File: config.mk
export PLATFORM = sky130hd
export DESIGN_NAME = dmem_arbiter_flat
export DESIGN_NICKNAME = d
export VERILOG_FILES = /design/src/rtl/dmem_arbiter_if.sv /design/src/rtl/dmem_arbiter.sv /design/src/flat_wrapper.sv
export SDC_FILE = /design/constraint.sdc
export NUM_CORES = 1
export LEC_CHECK = 0
export ABC_AREA = 1
export BUFFER_PORTS_ARGS = -buffer_cell sky130_fd_sc_hd__clkbuf_2
export CAP_MARGIN = 20
export CORE_UTILIZATION = 31
export CTS_CLUSTER_SIZE = 40
export DETAILED_ROUTE_END_ITERATION = 12
export GPL_TIMING_DRIVEN = 0
export PLACE_DENSITY = 0.75
export REMOVE_ABC_BUFFERS = 1
export SLEW_MARGIN = 40
export SYNTH_ARGS = -nofsm -noshare
export SYNTH_HDL_FRONTEND = slang
export SYNTH_SLANG_ARGS = --single-unit
File: constraint.sdc
create_clock -name clk -period 3.8 [get_ports clk]
set_clock_uncertainty 0.05 [all_clocks]
set_input_delay 0.19 -clock clk [delete_from_list [all_inputs] [get_ports clk]]
set_output_delay 0.19 -clock clk [all_outputs]
set_load 0.1 [all_outputs]
File: src/rtl/dmem_arbiter_if.sv
// Bus bundle between the data-memory arbiter, its two requesters (CPU MEM stage,
// DMA burst port) and the single-port synchronous RAM.
`timescale 1ns/1ps
interface dmem_arbiter_if #(
  parameter int ADDR_W = 16,
  parameter int DATA_W = 32,
  parameter int LEN_W  = 5
);
  logic              cpu_re;
  logic              cpu_we;
  logic [ADDR_W-1:0] cpu_addr;
  logic [DATA_W-1:0] cpu_wdata;
  logic [DATA_W-1:0] cpu_rdata;
  logic              cpu_stall;

  logic              dma_req;
  logic              dma_we;
  logic [ADDR_W-1:0] dma_addr;
  logic [LEN_W-1:0]  dma_len;
  logic [DATA_W-1:0] dma_wdata;
  logic              dma_wready;
  logic [DATA_W-1:0] dma_rdata;
  logic              dma_rvalid;
  logic              dma_done;

  logic [ADDR_W-1:0] mem_addr;
  logic [DATA_W-1:0] mem_wdata;
  logic              mem_we;
  logic              mem_re;
  logic [DATA_W-1:0] mem_rdata;

  // arbiter side
  modport slave (
    input  cpu_re, cpu_we, cpu_addr, cpu_wdata,
    input  dma_req, dma_we, dma_addr, dma_len, dma_wdata,
    input  mem_rdata,
    output cpu_rdata, cpu_stall,
    output dma_wready, dma_rdata, dma_rvalid, dma_done,
    output mem_addr, mem_wdata, mem_we, mem_re
  );

  // requesters + memory side
  modport master (
    output cpu_re, cpu_we, cpu_addr, cpu_wdata,
    output dma_req, dma_we, dma_addr, dma_len, dma_wdata,
    output mem_rdata,
    input  cpu_rdata, cpu_stall,
    input  dma_wready, dma_rdata, dma_rvalid, dma_done,
    input  mem_addr, mem_wdata, mem_we, mem_re
  );
endinterface

File: src/rtl/dmem_arbiter.sv
// Shares one synchronous single-port data memory between the CPU MEM stage
// (default priority) and a DMA burst engine, with a starvation guard for DMA.
`timescale 1ns/1ps
module dmem_arbiter #(
  parameter int ADDR_W     = 16,
  parameter int DATA_W     = 32,
  parameter int MAX_BURST  = 16,
  parameter int LEN_W      = 5,
  parameter int STARVE_LIM = 8
) (
  input logic           clk,
  input logic           rst_n,
  dmem_arbiter_if.slave bus
);
  localparam int SC_W = $clog2(STARVE_LIM + 1);

  typedef enum logic [1:0] {IDLE, CPU_RD, DMA, DMA_END} state_t;

  state_t            state_reg, state_next;
  logic [ADDR_W-1:0] addr_reg, addr_next;
  logic [LEN_W-1:0]  len_reg, len_next;
  logic              we_reg, we_next;
  logic [LEN_W-1:0]  beat_reg, beat_next;
  logic [SC_W-1:0]   starve_reg, starve_next;
  logic              prio_reg, prio_next;
  logic              rvalid_reg;

  logic              cpu_req, dma_grant;
  logic [LEN_W-1:0]  len_clamp;
  logic [ADDR_W-1:0] mem_addr_c;
  logic [DATA_W-1:0] mem_wdata_c, cpu_rdata_c;
  logic              mem_we_c, mem_re_c, cpu_stall_c, dma_wready_c, dma_done_c;

  assign cpu_req   = bus.cpu_re | bus.cpu_we;
  assign len_clamp = (bus.dma_len > LEN_W'(MAX_BURST)) ? LEN_W'(MAX_BURST) : bus.dma_len;

  always_comb begin
    state_next   = state_reg;
    addr_next    = addr_reg;
    len_next     = len_reg;
    we_next      = we_reg;
    beat_next    = beat_reg;
    starve_next  = starve_reg;
    prio_next    = prio_reg;
    dma_grant    = 1'b0;
    mem_addr_c   = '0;
    mem_wdata_c  = '0;
    mem_we_c     = 1'b0;
    mem_re_c     = 1'b0;
    cpu_stall_c  = 1'b0;
    cpu_rdata_c  = '0;
    dma_wready_c = 1'b0;
    dma_done_c   = 1'b0;

    case (state_reg)
      IDLE: begin
        if (bus.dma_req && (!cpu_req || prio_reg)) begin
          dma_grant   = 1'b1;
          addr_next   = bus.dma_addr;
          len_next    = len_clamp;
          we_next     = bus.dma_we;
          beat_next   = '0;
          cpu_stall_c = cpu_req;
          state_next  = (len_clamp == '0) ? DMA_END : DMA;
        end else if (cpu_req) begin
          mem_addr_c = bus.cpu_addr;
          if (bus.cpu_we) begin
            // a store completes in the cycle it is presented
            mem_we_c    = 1'b1;
            mem_wdata_c = bus.cpu_wdata;
          end else begin
            mem_re_c    = 1'b1;
            cpu_stall_c = 1'b1;
            state_next  = CPU_RD;
          end
        end
      end
      CPU_RD: begin
        cpu_rdata_c = bus.mem_rdata;
        state_next  = IDLE;
      end
      DMA: begin
        cpu_stall_c = cpu_req;
        mem_addr_c  = addr_reg + ADDR_W'(beat_reg);
        if (we_reg) begin
          mem_we_c     = 1'b1;
          mem_wdata_c  = bus.dma_wdata;
          dma_wready_c = 1'b1;
        end else begin
          mem_re_c = 1'b1;
        end
        beat_next = beat_reg + 1'b1;
        if (beat_reg == len_reg - 1'b1)
          state_next = DMA_END;
      end
      DMA_END: begin
        cpu_stall_c = cpu_req;
        dma_done_c  = 1'b1;
        state_next  = IDLE;
      end
      default: state_next = IDLE;
    endcase

    // Waiting only counts while the memory is not already serving a DMA burst.
    if (dma_grant) begin
      starve_next = '0;
      prio_next   = 1'b0;
    end else if (bus.dma_req && (state_reg == IDLE || state_reg == CPU_RD)) begin
      if (starve_reg != SC_W'(STARVE_LIM))
        starve_next = starve_reg + 1'b1;
      if (starve_next == SC_W'(STARVE_LIM))
        prio_next = 1'b1;
    end

    // Reset must never leak a strobe, even though the requesters may be active.
    if (!rst_n) begin
      mem_addr_c   = '0;
      mem_wdata_c  = '0;
      mem_we_c     = 1'b0;
      mem_re_c     = 1'b0;
      cpu_rdata_c  = '0;
      dma_wready_c = 1'b0;
      dma_done_c   = 1'b0;
      cpu_stall_c  = 1'b1;
    end
  end

  always_ff @(posedge clk or negedge rst_n) begin
    if (!rst_n) begin
      state_reg  <= IDLE;
      addr_reg   <= '0;
      len_reg    <= '0;
      we_reg     <= 1'b0;
      beat_reg   <= '0;
      starve_reg <= '0;
      prio_reg   <= 1'b0;
      rvalid_reg <= 1'b0;
    end else begin
      state_reg  <= state_next;
      addr_reg   <= addr_next;
      len_reg    <= len_next;
      we_reg     <= we_next;
      beat_reg   <= beat_next;
      starve_reg <= starve_next;
      prio_reg   <= prio_next;
      rvalid_reg <= (state_reg == DMA) && !we_reg;
    end
  end

  assign bus.mem_addr   = mem_addr_c;
  assign bus.mem_wdata  = mem_wdata_c;
  assign bus.mem_we     = mem_we_c;
  assign bus.mem_re     = mem_re_c;
  assign bus.cpu_stall  = cpu_stall_c;
  assign bus.cpu_rdata  = cpu_rdata_c;
  assign bus.dma_wready = dma_wready_c;
  assign bus.dma_done   = dma_done_c;
  assign bus.dma_rvalid = rvalid_reg;
  assign bus.dma_rdata  = rvalid_reg ? bus.mem_rdata : '0;
endmodule

File: src/flat_wrapper.sv
// flat-port wrapper written by rule: the top's interface ports become plain ports
module dmem_arbiter_flat 
#(
  parameter int ADDR_W     = 16,
  parameter int DATA_W     = 32,
  parameter int MAX_BURST  = 16,
  parameter int LEN_W      = 5,
  parameter int STARVE_LIM = 8
)
  (clk, rst_n, bus_cpu_re, bus_cpu_we, bus_cpu_addr, bus_cpu_wdata, bus_dma_req, bus_dma_we, bus_dma_addr, bus_dma_len, bus_dma_wdata, bus_mem_rdata, bus_cpu_rdata, bus_cpu_stall, bus_dma_wready, bus_dma_rdata, bus_dma_rvalid, bus_dma_done, bus_mem_addr, bus_mem_wdata, bus_mem_we, bus_mem_re);
  dmem_arbiter_if #(.ADDR_W(ADDR_W), .DATA_W(DATA_W), .LEN_W(LEN_W)) bus_i ();
  input logic clk;
  input logic rst_n;
  input wire logic [$bits(bus_i.cpu_re)-1:0] bus_cpu_re;
  input wire logic [$bits(bus_i.cpu_we)-1:0] bus_cpu_we;
  input wire logic [$bits(bus_i.cpu_addr)-1:0] bus_cpu_addr;
  input wire logic [$bits(bus_i.cpu_wdata)-1:0] bus_cpu_wdata;
  input wire logic [$bits(bus_i.dma_req)-1:0] bus_dma_req;
  input wire logic [$bits(bus_i.dma_we)-1:0] bus_dma_we;
  input wire logic [$bits(bus_i.dma_addr)-1:0] bus_dma_addr;
  input wire logic [$bits(bus_i.dma_len)-1:0] bus_dma_len;
  input wire logic [$bits(bus_i.dma_wdata)-1:0] bus_dma_wdata;
  input wire logic [$bits(bus_i.mem_rdata)-1:0] bus_mem_rdata;
  output wire logic [$bits(bus_i.cpu_rdata)-1:0] bus_cpu_rdata;
  output wire logic [$bits(bus_i.cpu_stall)-1:0] bus_cpu_stall;
  output wire logic [$bits(bus_i.dma_wready)-1:0] bus_dma_wready;
  output wire logic [$bits(bus_i.dma_rdata)-1:0] bus_dma_rdata;
  output wire logic [$bits(bus_i.dma_rvalid)-1:0] bus_dma_rvalid;
  output wire logic [$bits(bus_i.dma_done)-1:0] bus_dma_done;
  output wire logic [$bits(bus_i.mem_addr)-1:0] bus_mem_addr;
  output wire logic [$bits(bus_i.mem_wdata)-1:0] bus_mem_wdata;
  output wire logic [$bits(bus_i.mem_we)-1:0] bus_mem_we;
  output wire logic [$bits(bus_i.mem_re)-1:0] bus_mem_re;
  assign bus_i.cpu_re = bus_cpu_re;
  assign bus_i.cpu_we = bus_cpu_we;
  assign bus_i.cpu_addr = bus_cpu_addr;
  assign bus_i.cpu_wdata = bus_cpu_wdata;
  assign bus_i.dma_req = bus_dma_req;
  assign bus_i.dma_we = bus_dma_we;
  assign bus_i.dma_addr = bus_dma_addr;
  assign bus_i.dma_len = bus_dma_len;
  assign bus_i.dma_wdata = bus_dma_wdata;
  assign bus_i.mem_rdata = bus_mem_rdata;
  assign bus_cpu_rdata = bus_i.cpu_rdata;
  assign bus_cpu_stall = bus_i.cpu_stall;
  assign bus_dma_wready = bus_i.dma_wready;
  assign bus_dma_rdata = bus_i.dma_rdata;
  assign bus_dma_rvalid = bus_i.dma_rvalid;
  assign bus_dma_done = bus_i.dma_done;
  assign bus_mem_addr = bus_i.mem_addr;
  assign bus_mem_wdata = bus_i.mem_wdata;
  assign bus_mem_we = bus_i.mem_we;
  assign bus_mem_re = bus_i.mem_re;
  dmem_arbiter #(.ADDR_W(ADDR_W), .DATA_W(DATA_W), .MAX_BURST(MAX_BURST), .LEN_W(LEN_W), .STARVE_LIM(STARVE_LIM)) u_core (.clk(clk), .rst_n(rst_n), .bus(bus_i));
endmodule
==> results of run 1 <==
-- final cells by class --
cell class                 instances  area [um^2]  area share
multi-input combinational        431         2090       0.416
timing repair buffer             258         1320       0.263
sequential                        35          878       0.175
inverter                         112          423      0.0841
tap                              140          175      0.0349
clock buffer                       7          133      0.0264
clock inverter                     1         5.00    0.000996
-- through the flow --
step	cells	hold WS (ps)	util	total power, uW
floorplan	578	-156	-	3290
global placement	974	325	0.441	3870
detailed placement	974	185	0.442	3900
CTS	983	52.8	0.455	4310
global route	984	66.7	0.458	4650
finish	984	52.9	0.458	4340
-- worst max path at each step --
stage | startpoint | end | slack (ps) | depth (start not counted)
after floorplan | rst_n | bus_dma_done | 370 | 2
after global placement | rst_n | bus_mem_wdata[30] | -140 | 4
after detailed placement | bus_cpu_we | bus_mem_addr[5] | 850 | 10
after CTS | rst_n | bus_mem_wdata[28] | 520 | 5
after global routing | rst_n | bus_mem_wdata[28] | 400 | 5
final | rst_n | bus_mem_wdata[28] | 600 | 5
-- cells by family after synthesis --
group,count (synthesis),share of synthesized area
simple gates,320,0.391
buf+inv,144,0.161
compound gates,92,0.140
flops,35,0.248
fa+ha+maj,10,0.0376
xor+xnor,9,0.0223
-- power by group through the flow --
stage / logic, uW / registers, uW / clock network (uW)
final: 3150 / 795 / 394
after CTS: 3120 / 792 / 401
after detailed placement: 3100 / 796 / 0
after global routing: 3400 / 830 / 419
after floorplan: 2550 / 747 / 0
after global placement: 3090 / 788 / 0
-- worst reg2reg max path: stages (launching register included) --
cell and delay (ps):
dfrtp_1 440, nand2_1 320, clkinv_2 660, nand2_1 250, o22ai_1 100
-- metal layers --
layer,track usage,share of wire
met2,0.410,0.52
met5,0,0
met4,0.0367,0.0074
met1,0.243,0.39
met3,0.0323,0.076
-- timing repair --
item | CTS | global route
hold buffers | 1 | 0
setup buffers | 0 | 0
hold endpoints to repair | 35 | 0
-- placed cells by master (no fill, tap or decap), types with 2 or more instances in the layout --
cell type | Yosys | final
clkbuf_2 | 0 | 255
nand2_1 | 146 | 146
inv_1 | 106 | 106
nand3_1 | 101 | 100
nor2_1 | 56 | 56
a21oi_1 | 56 | 56
dfrtp_1 | 35 | 33
o21ai_0 | 18 | 18
o22ai_1 | 10 | 10
ha_1 | 9 | 9
xor2_1 | 6 | 6
clkbuf_16 | 0 | 5
inv_2 | 4 | 4
clkinv_2 | 0 | 3
nand3b_1 | 3 | 3
nor3_1 | 3 | 3
o21ai_1 | 3 | 3
xnor2_1 | 3 | 3
nand2_2 | 2 | 2
or2_2 | 2 | 2
nand4_1 | 2 | 2
clkbuf_1 | 14 | 2
dfrtp_2 | 0 | 2
==> run summary, run 1 <==
clk buf depth -> 2
sum of negative setup slack -> 0 ps
Worst Reg-to-Reg Cells -> 4
most common cell in the netlist -> nand2_1
P_leak -> 0.00307 uW
CTS sink count -> 35
Worst VDD drop -> 0.436 mV
top cells by count, synth -> nand2_1, inv_1, nand3_1
htree depth -> 2
Worst EP required -> 3560 ps
CTS tree -> yes
hold depth -> 3
final WL -> 12.6 mm
CP delay by family, top -> buffers and inverters
reg2reg end -> u_core.beat_reg[4]$_DFFE_PN0P_
layout cells sized above 1 -> 0.332
PwrDens -> 864 nW/um^2
Critical R2R Launch -> u_core.state_reg[1]$_DFFE_PN0P_
fin crit share -> 0.841
top_reg_cell synth -> dfrtp_1
P&R area growth vs syn -> 42.3%
# diodes -> 0
global placer's final weighted congestion -> 0.818
Slew Limit Fails -> 0
cell internal pwr -> 1440 uW
status -> completed
final setup violation count -> 0
Worst Min Path Start -> bus_dma_addr[9]
CP Class -> in -> out
Starting Density -> 0.321
R2R Setup Slk -> 1860 ps
Syn. warnings -> 0
Tightest Pin Transition -> 716 ps
final worst setup slack -> 603 ps
clk slew on worst S/H paths -> 50 ps
cell area after synthesis -> 3530 um^2
DRC -> 0
io pins -> 257
WP buf/inv -> 4
critical path data arrival time -> 2960 ps
Comb pwr share -> 0.726
FMAX -> 0.313 GHz
hpwl dp -> 10.1 mm
Period minus WS final -> 3200 ps
RSZ-0062 raised after global routing -> false
Max stage delay on crit path -> 710 ps
post-synthesis async set-or-reset flop share -> 1.00
max reg flops -> 16
sequential share of the synthesized area -> 0.248
via/cell ratio -> 4.78
dpl ws -> 851 ps
number of global-route vias before repair -> 4071
top cells by area, synth -> dfrtp_1, nand2_1, nand3_1, inv_1, a21oi_1
Fin. Hold Viols -> 0
critical path startpoint category -> input pin
Overflow after GRT -> 0
Slew headroom -> 0.522
initial antenna violation count -> 0
worst hold endpoint -> u_core.addr_reg[9]$_DFFE_PN0P_
Clk Latency, worst-skew pair -> 280 ps
# Max-Cap Violations -> 0
total track usage -> 0.211
first-pass GRT wire length -> 19.4 mm
largest net degree at the start of global routing -> 53
cell with the largest stage delay on the worst path -> clkinv_2
Core Region -> 11000 um^2
DRT antenna net count -> 0
CP Cell Sequence -> dlygate4sd3_1, clkbuf_4, clkinv_2, a21oi_1, clkbuf_2
Yosys reg bits -> 35
Tightest Hold Check Type -> in -> reg
vias -> 4708
TritonCTS Buffers -> 5
1st-pass router iterations -> 4
post-cts sizing count -> 0
cell taking the most area after synthesis -> dfrtp_1
Filler cells -> 1175
initial DRC count -> 232
nets -> 992
number of flops mapped to enable cells by yosys -> 0
Switching Power -> 2900 uW
Placed Area -> 4850 um^2
CP Max Fanout -> 52
Post-Syn Area per Cell -> 5.79 um^2
chip height -> 109 um
crit end category -> output port
switching share of power -> 0.668
Syn Inst Count -> 610
post-synth top area share -> 0.248
port bufs -> 256
CTS Root Cell -> clkbuf_16
Clock Power Share -> 0.091
WL/cell -> 12.9 um
Synth cell types -> 35
Sequential Power Share -> 0.183
die area -> 11800 um^2
Chip Width -> 109 um
fin area -> 5030 um^2
num rows -> 38
Note: power is estimated with default switching activity, not from simulation.
==> run 2: changes to the inputs <==
Clock period 3.8 ns to 2.95 ns, I/O delays scaled along.
==> run summary, run 2 (same netlist as run 1, synthesis figures left out) <==
DRC -> 0 (unchanged)
Worst VDD drop -> 0.563 mV (was 0.436 mV)
max reg flops -> 16 (unchanged)
CP delay by family, top -> simple AND/OR/NAND/NOR gates (was buffers and inverters)
Chip Width -> 109 um (unchanged)
total track usage -> 0.213 (was 0.211)
largest net degree at the start of global routing -> 53 (unchanged)
met1 wire length -> 4.98 mm (was 4.99 mm)
CP Class -> reg -> out (was in -> out)
commonest cells after routing, fill and taps aside -> clkbuf_2, nand2_1, inv_1 (unchanged)
TritonCTS Buffers -> 5 (unchanged)
# diodes -> 0 (unchanged)
Clock Power Share -> 0.091 (about the same)
Period minus WS final -> 2750 ps
P&R area growth vs syn -> 43.3% (was 42.3%)
Most common cell on crit path -> nand3_1
clk slew on worst S/H paths -> 60 ps (was 50 ps)
Slew Limit Fails -> 0 (unchanged)
cell internal pwr -> 1860 uW (was 1440 uW)
via/cell ratio -> 4.79 (was 4.78)
critical path data arrival time -> 2550 ps (was 2960 ps)
number of global-route vias before repair -> 4082 (was 4071)
WP buf/inv -> 1 (was 4)
most common cell after layout, fill and taps aside -> clkbuf_2 (unchanged)
Worst EP required -> 2750 ps (was 3560 ps)
die area -> 11800 um^2 (unchanged)
PwrDens -> 1110 nW/um^2 (was 864 nW/um^2)
Overflow after GRT -> 0 (unchanged)
io pins -> 257 (unchanged)
WL/cell -> 12.9 um (about the same)
initial antenna violation count -> 0 (unchanged)
Switching Power -> 3740 uW (was 2900 uW)
Core Region -> 11000 um^2 (unchanged)
Fin. Hold Viols -> 0 (unchanged)
P_leak -> 0.00308 uW (was 0.00307 uW)
CP Cell Sequence -> ha_1, or2_2, nand3_1, nand2_1, nand3_1, nand3_1, a21oi_1, clkbuf_2 (was dlygate4sd3_1, clkbuf_4, clkinv_2, a21oi_1, clkbuf_2)
final setup violation count -> 0 (unchanged)
final worst setup slack -> 203 ps (was 603 ps)
dpl ws -> 86.3 ps (was 851 ps)
vias -> 4714 (was 4708)
Sequential Power Share -> 0.183 (about the same)
clk buf depth -> 2 (unchanged)
CTS tree -> yes (unchanged)
fin crit share -> 0.931
Tightest Hold Check Type -> in -> reg (unchanged)
RSZ-0062 raised after global routing -> false (unchanged)
initial DRC count -> 245 (was 232)
layout cells sized above 1 -> 0.333 (was 0.332)
Slew headroom -> 0.553 (was 0.522)
hpwl dp -> 10.1 mm (unchanged)
global placer's final weighted congestion -> 0.818 (unchanged)
CP Max Fanout -> 8 (was 52)
CTS Root Cell -> clkbuf_16 (unchanged)
Comb pwr share -> 0.727 (was 0.726)
final WL -> 12.7 mm (was 12.6 mm)
1st-pass router iterations -> 6 (was 4)
num rows -> 38 (unchanged)
FMAX -> 0.364 GHz
post-layout util -> 0.461 (was 0.458)
Clk Latency, worst-skew pair -> 280 ps (about the same)
met3 wire len -> 1.01 mm (was 964 um)
Starting Density -> 0.321 (unchanged)
Top Metal Used -> met4 (unchanged)
port bufs -> 256 (unchanged)
Tightest Pin Transition -> 670 ps (was 716 ps)
Filler cells -> 1173 (was 1175)
chip height -> 109 um (unchanged)
first-pass GRT wire length -> 19.6 mm (was 19.4 mm)
Total Power -> 5610 uW (was 4340 uW)
# Max-Cap Violations -> 0 (unchanged)
status -> completed (unchanged)
Max stage delay on crit path -> 490 ps (was 710 ps)
CTS sink count -> 35 (unchanged)
nets -> 993 (was 992)
crit end category -> output port (unchanged)
WHS -> 11.0 ps (was 52.9 ps)
DRT antenna net count -> 0 (unchanged)
critical path startpoint category -> register (was input pin)
cell with the largest stage delay on the worst path -> clkbuf_2 (was clkinv_2)
met2 WL post-DR -> 6.65 mm (was 6.60 mm)
htree depth -> 2 (unchanged)
switching share of power -> 0.667 (was 0.668)
## run 2: cell count changes in the layout (fill, tap and decap cells not counted), sizes merged
cell    delta
inv        +1
clkinv     -1
clkbuf     -3
buf        +4
## run 2: final cells by class
class	instances	area, um^2	share of cell area
multi-input cells	431	2090	0.413
repair buffers	259	1350	0.267
inverters	112	427	0.0843
clock inverters	1	5.00	0.000989
flip-flops and latches	35	878	0.174
clock buffers	7	133	0.0262
well taps	140	175	0.0346
## run 2: final timing paths
check	from	to	slack [ps]	cells past startpoint
worst max-delay path	u_core.beat_reg[2]$_DFFE_PN0P_	bus_mem_addr[11]	200	8
worst min register to register	u_core.prio_reg$_DFFE_PN0P_	u_core.prio_reg$_DFFE_PN0P_	440	2
max in group asynchronous	rst_n	u_core.we_reg$_DFFE_PN0P_	2210	3
worst max register to register	u_core.state_reg[1]$_DFFE_PN0P_	u_core.addr_reg[13]$_DFFE_PN0P_	1230	5
worst min-delay path	bus_dma_addr[9]	u_core.addr_reg[9]$_DFFE_PN0P_	10	3
min in group asynchronous	rst_n	u_core.addr_reg[1]$_DFFE_PN0P_	440	3
## run 2: what timing repair did
| item | CTS | global route |
|---|---|---|
| endpoints found under the hold margin | 35 | 0 |
| buffers inserted | 0 | 0 |
| hold buffers | 2 | 0 |
| endpoints found under the setup margin | 0 | 9 |
| gates resized for setup | 0 | 14 |
## run 2: routing by layer
metal,up-vias,track usage
met5,-,0
met3,8,0.0323
met4,0,0.0367
met2,225,0.416
met1,2089,0.245
li1,2392,-
## run 2: through the flow
step | instance area, um^2 | setup TNS (ps) | cells
after floorplan | 3380 | -3510 | 578
after global placement | 4840 | -36100 | 974
after detailed placement | 4850 | 0 | 974
after CTS | 5020 | 0 | 984
after global routing | 5060 | 0 | 985
final | 5060 | 0 | 985
## run 2: power by group through the flow
stage / combinational [uW] / sequential (uW) / clock (uW)
5_1_grt: 4400 / 1070 / 540
3_3_place_gp: 3980 / 1020 / 0
3_5_place_dp: 4000 / 1020 / 0
6_report: 4070 / 1020 / 509
2_1_floorplan: 3280 / 962 / 0
4_1_cts: 4020 / 1020 / 517
## run 2: worst register-to-register path, cell delays in order, from the launching register on
cell and delay (ps):
dfrtp_1 440, nor2_2 190, nand2_1 360, inv_4 400
nand2_1 120, o21ai_1 80
